`src/rtl/operand_entry_sequencer.sv`:
```
// operand_entry_sequencer: drives the board wrapper's operand-entry protocol.
// Presents four latched 16-bit operands on sw_out and emulates KEY[0] press/release
// with settle, hold and gap timing long enough for the switch debouncer.
// Optional feature: define SEQ_ABORT_EN to add the abort input and aborted pulse output.

module operand_entry_sequencer #(
  parameter int unsigned SETTLE_CYCLES = 2048,
  parameter int unsigned HOLD_CYCLES   = 2048,
  parameter int unsigned GAP_CYCLES    = 2048
) (
  input  logic        clk,
  input  logic        rst,
  input  logic        go,
`ifdef SEQ_ABORT_EN
  input  logic        abort,
  output logic        aborted,
`endif
  input  logic [15:0] op_a,
  input  logic [15:0] op_b,
  input  logic [15:0] op_c,
  input  logic [15:0] op_d,
  output logic [16:0] sw_out,
  output logic        key0_n,
  output logic        busy,
  output logic [1:0]  index,
  output logic        seq_done
);

  localparam int unsigned MaxCycles =
      (SETTLE_CYCLES > HOLD_CYCLES) ?
      ((SETTLE_CYCLES > GAP_CYCLES) ? SETTLE_CYCLES : GAP_CYCLES) :
      ((HOLD_CYCLES > GAP_CYCLES) ? HOLD_CYCLES : GAP_CYCLES);
  localparam int unsigned CntW = $clog2(MaxCycles + 1);

  localparam logic [CntW-1:0] SettleLoad = CntW'(SETTLE_CYCLES - 1);
  localparam logic [CntW-1:0] HoldLoad   = CntW'(HOLD_CYCLES - 1);
  localparam logic [CntW-1:0] GapLoad    = CntW'(GAP_CYCLES - 1);
  localparam logic [CntW-1:0] CntOne     = CntW'(1);

  localparam logic [2:0] StIdle  = 3'd0;
  localparam logic [2:0] StSetup = 3'd1;
  localparam logic [2:0] StPress = 3'd2;
  localparam logic [2:0] StGap   = 3'd3;
  localparam logic [2:0] StDone  = 3'd4;

  logic [2:0]       state_q, state_d;
  logic [CntW-1:0]  cnt_q, cnt_d;
  logic [16:0]      sw_q, sw_d;
  logic             key_q, key_d;
  logic             busy_q, busy_d;
  logic [1:0]       index_q, index_d;
  logic             done_q, done_d;
  logic [3:0][15:0] ops_q, ops_d;
  logic [1:0]       next_index;
`ifdef SEQ_ABORT_EN
  logic             aborted_q, aborted_d;
`endif

  assign next_index = index_q + 2'd1;

  // Next-state logic: one operand per SETUP/PRESS/GAP round, four rounds, then DONE.
  always_comb begin
    state_d = state_q;
    cnt_d   = cnt_q;
    sw_d    = sw_q;
    key_d   = key_q;
    busy_d  = busy_q;
    index_d = index_q;
    done_d  = 1'b0;
    ops_d   = ops_q;
    case (state_q)
      StIdle: begin
        key_d = 1'b1;
        if (go) begin
          // Operands are captured here so later input changes cannot disturb entry.
          ops_d   = {op_d, op_c, op_b, op_a};
          state_d = StSetup;
          busy_d  = 1'b1;
          index_d = 2'd0;
          sw_d    = {1'b1, op_a};
          cnt_d   = SettleLoad;
        end
      end
      StSetup: begin
        if (cnt_q == '0) begin
          state_d = StPress;
          key_d   = 1'b0;
          cnt_d   = HoldLoad;
        end else begin
          cnt_d = cnt_q - CntOne;
        end
      end
      StPress: begin
        if (cnt_q == '0) begin
          state_d  = StGap;
          key_d    = 1'b1;
          sw_d[16] = 1'b0;
          cnt_d    = GapLoad;
        end else begin
          cnt_d = cnt_q - CntOne;
        end
      end
      StGap: begin
        if (cnt_q == '0) begin
          if (index_q != 2'd3) begin
            index_d = next_index;
            sw_d    = {1'b1, ops_q[next_index]};
            state_d = StSetup;
            cnt_d   = SettleLoad;
          end else begin
            state_d = StDone;
          end
        end else begin
          cnt_d = cnt_q - CntOne;
        end
      end
      StDone: begin
        done_d   = 1'b1;
        busy_d   = 1'b0;
        sw_d[16] = 1'b0;
        state_d  = StIdle;
      end
      default: begin
        state_d = StIdle;
        key_d   = 1'b1;
        busy_d  = 1'b0;
      end
    endcase
`ifdef SEQ_ABORT_EN
    aborted_d = 1'b0;
    // Abort only applies while a round is active; IDLE and DONE ignore it.
    if (abort && (state_q == StSetup || state_q == StPress || state_q == StGap)) begin
      state_d   = StIdle;
      key_d     = 1'b1;
      sw_d      = '0;
      busy_d    = 1'b0;
      index_d   = 2'd0;
      cnt_d     = '0;
      aborted_d = 1'b1;
    end
`endif
  end

  // State and output registers with synchronous active-high reset.
  always_ff @(posedge clk) begin
    if (rst) begin
      state_q   <= StIdle;
      cnt_q     <= '0;
      sw_q      <= '0;
      key_q     <= 1'b1;
      busy_q    <= 1'b0;
      index_q   <= 2'd0;
      done_q    <= 1'b0;
      ops_q     <= '0;
`ifdef SEQ_ABORT_EN
      aborted_q <= 1'b0;
`endif
    end else begin
      state_q   <= state_d;
      cnt_q     <= cnt_d;
      sw_q      <= sw_d;
      key_q     <= key_d;
      busy_q    <= busy_d;
      index_q   <= index_d;
      done_q    <= done_d;
      ops_q     <= ops_d;
`ifdef SEQ_ABORT_EN
      aborted_q <= aborted_d;
`endif
    end
  end

  assign sw_out   = sw_q;
  assign key0_n   = key_q;
  assign busy     = busy_q;
  assign index    = index_q;
  assign seq_done = done_q;
`ifdef SEQ_ABORT_EN
  assign aborted  = aborted_q;
`endif

endmodule
```
`config.mk`:
```
export PLATFORM = sky130hd
export DESIGN_NAME = operand_entry_sequencer
export DESIGN_NICKNAME = d
export VERILOG_FILES = /design/src/rtl/operand_entry_sequencer.sv
export SDC_FILE = /design/constraint.sdc
export NUM_CORES = 1
export LEC_CHECK = 0
export CAP_MARGIN = 10
export CORE_UTILIZATION = 50
export CTS_CLUSTER_DIAMETER = 150
export DETAILED_ROUTE_END_ITERATION = 12
export HOLD_SLACK_MARGIN = 0.12
export PLACE_DENSITY = 0.77
export SYNTH_ARGS = -nofsm -noshare
export SYNTH_HDL_FRONTEND = slang
export SYNTH_SLANG_ARGS = --single-unit
```
`constraint.sdc`:
```
create_clock -name clk -period 5.4 [get_ports clk]
set_clock_uncertainty 0.05 [all_clocks]
set_input_delay 1.08 -clock clk [delete_from_list [all_inputs] [get_ports clk]]
set_output_delay 1.08 -clock clk [all_outputs]
set_load 0.01 [all_outputs]
```
==> out/metrics.yaml <==
cts-hold-fix-buffers: 0
routed_wl_um: 11100
worstMarginPinSlew_ns: 1.16
drtAntennaViolNets: 0
dp_hpwl_um: 7450
utilization_pct: 63.0
fin_crit_ns: 3.20
ioPinCount: 89
async_flop_share_pct: 0
p_total_mw: 1.69
hp-class: "reg2reg"
synth-main-ff-cell: "dfxtp_1"
period_share_pct: 59.3
place_ws_ns: 1.84
syn_area_mm2: 0.00474
synth.yosys.seq_area_share_pct: 42.6
syn_avg_cell_area_um2: 8.80
final_nets: 667
grt_busiest_layer: "met2"
p_sw_share_pct: 29.4
peakVddDrop_v: 0.000162
cts_sinks: 101
critical_path_class: "in2reg"
grt_pass1_wl_um: 17900
clk_path_buf_depth: 2
n_antenna_cell: 0
yosysMostFrequentCell: "nand2_1"
use_met3_pct: 3.16
maxCapViolCount: 0
grt_pass1_vias: 3818
post-cts-setup-buffers: 0
antenna_found_initial: 0
final_area_mm2: 0.00579
avgRoutedWirePerCell_um: 15.6
syn_to_final_growth_pct: 22.1
gp_congestion: 0.831
dieArea_mm2: 0.00988
crit_arrival_ns: 3.44
p_leak_nw: 2.13
status: "finished clean"
power_density_mw_per_mm2: 291
yosysTopAreaCell: "dfxtp_1"
cts_resized: 0
grt_util_met1_pct: 30.1
numPlacedInstances: 697
p_switching_mw: 0.497
p_int_mw: 1.19
setup.worst_path.end_class: "register"
drive_gt1_share_pct: 11.1
clk_pin_slew_ns: 0.10
die_w_um: 99.4
fin_ws_ns: 2.20
drc: 0
setup_viol: 0
clock_latency_ns: 0.37
power_frac_clock_pct: 30.3
critPathLaunchType: "primary input"
grtUsageMet2_pct: 37.7
yosys_warnings: 0
dieHeight_um: 99.4
netlist-cell-type-count: 53
place_area_mm2: 0.00558
core-area_mm2: 0.00920
max_slew_margin_pct: 22.8
root_buffer: "clkbuf_8"
ys_top_cells_by_count: "134 x nand2_1, 101 x dfxtp_1, 79 x a21oi_1, 30 x nor2_1, 26 x clkbuf_1"
final_hold_viol_count: 0
slew_violations: 0
hold-worst-slack_ns: 0.411
yosysTopAreaCellShare_pct: 42.6
synth-seq-cells: 101
num_vias: 4022
syn-instance-count: 539
start_util_pct: 51.6
synth-edff-count: 0
worst-path-max-fanout: 33
critical_path_required_ns: 5.64
fill_cells: 793
routed_via_density: 5.64
pwr-share-comb_pct: 18.9
seqPwrFrac_pct: 50.8
rsz0062_at_grt: "false"
final.setup.tns_ns: 0
cts_made_buffers: 9
std_cell_rows: 35
track_usage_pct: 22.9
cts_tree: "done"
gr-total-overflow: 0
htreeDepth: 3
final_cells: 713
synth.area.top_cells: "dfxtp_1 43%, nand2_1 11%, a21oi_1 8.3%"
grt_max_degree: 121
dr.pass1.iters: 5
fmax_mhz: 312
io_buffers: 88
drt_iter0_markers: 198
synthesis.nets: 609
-- power groups by stage --
stage          logic (mW)  registers [mW]  clock network [mW]
2_1_floorplan       0.212           0.860                   0
3_3_place_gp        0.308           0.868                   0
3_5_place_dp        0.317           0.872                   0
4_1_cts             0.318           0.855               0.524
5_1_grt             0.349           0.864               0.556
6_report            0.318           0.857               0.512
-- sequential cells by signal, indices dropped and copies added, names as in the netlist --
register  cells
sw_out       17
busy          1
key0_n        1
cnt_q        12
ops_q        64
state_q       3
seq_done      1
index         2
-- cells by family (layout without fill, tap and decap cells) --
group | after synthesis | in the layout | share of synthesized area (%)
AO/OA/AOI/OAI | 101 | 101 | 12.0
adder cells (fa/ha/maj) | 3 | 3 | 0.791
buffers and inverters | 47 | 110 | 4.72
flip-flops | 101 | 101 | 42.6
multiplexers | 51 | 51 | 16.1
AND/OR/NAND/NOR | 236 | 236 | 23.7
-- path summary, 6_finish.rpt --
kind	startpoint	slack (ns)	depth (start not counted)	to
setup reg to reg	index[0]	2.63	6	sw_out[0]
setup / recovery	go	2.20	6	ops_q[37]
hold reg to reg	ops_q[20]	0.41	2	ops_q[20]
hold / removal	ops_q[20]	0.41	2	ops_q[20]
-- critical path: stages --
cell and delay [ns]:
clkdlybuf4s50_1 0.53, or3b_2 0.53, nor2_4 0.58, buf_4 0.43, nand2_1 0.13, a21oi_1 0.15
-- cell usage in the layout (no fill, tap or decap), drive strengths merged, types with 2 or more instances in the layout --
master / netlist / layout
clkinv: 0 / 3
and3: 6 / 6
mux4: 16 / 16
a211oi: 4 / 4
dfxtp: 101 / 101
nor3: 9 / 9
a21o: 2 / 2
nand3: 2 / 2
nor2: 31 / 31
clkdlybuf4s50: 0 / 87
mux2i: 19 / 19
inv: 4 / 7
nand3b: 2 / 2
nand2: 134 / 134
nand4: 3 / 3
nor2b: 17 / 17
clkbuf: 27 / 9
nor3b: 3 / 3
a21oi: 79 / 79
buf: 16 / 3
ha: 3 / 3
and4b: 2 / 2
nor4b: 2 / 2
a311oi: 2 / 2
mux2: 16 / 16
nand2b: 3 / 3
a2111oi: 3 / 3
or2: 5 / 5
nor4: 11 / 11
o21ai: 2 / 2
-- routing by layer --
metal  share of wire, %  wire, um
met1                 45      4980
met2                 49      5410
met3                4.5       499
met4                1.9       209
met5                  0         0
-- cell type report --
| class | instances | area, um2 | area share (%) |
|---|---|---|---|
| Multi-Input combinational cell | 391 | 2510 | 43.3 |
| Sequential cell | 101 | 2020 | 34.9 |
| Timing Repair Buffer | 90 | 893 | 15.4 |
| Tap cell | 111 | 139 | 2.40 |
| Clock buffer | 9 | 124 | 2.14 |
| Clock inverter | 7 | 92.6 | 1.60 |
| Inverter | 4 | 15.0 | 0.259 |
(Power assumes the default switching activity.)
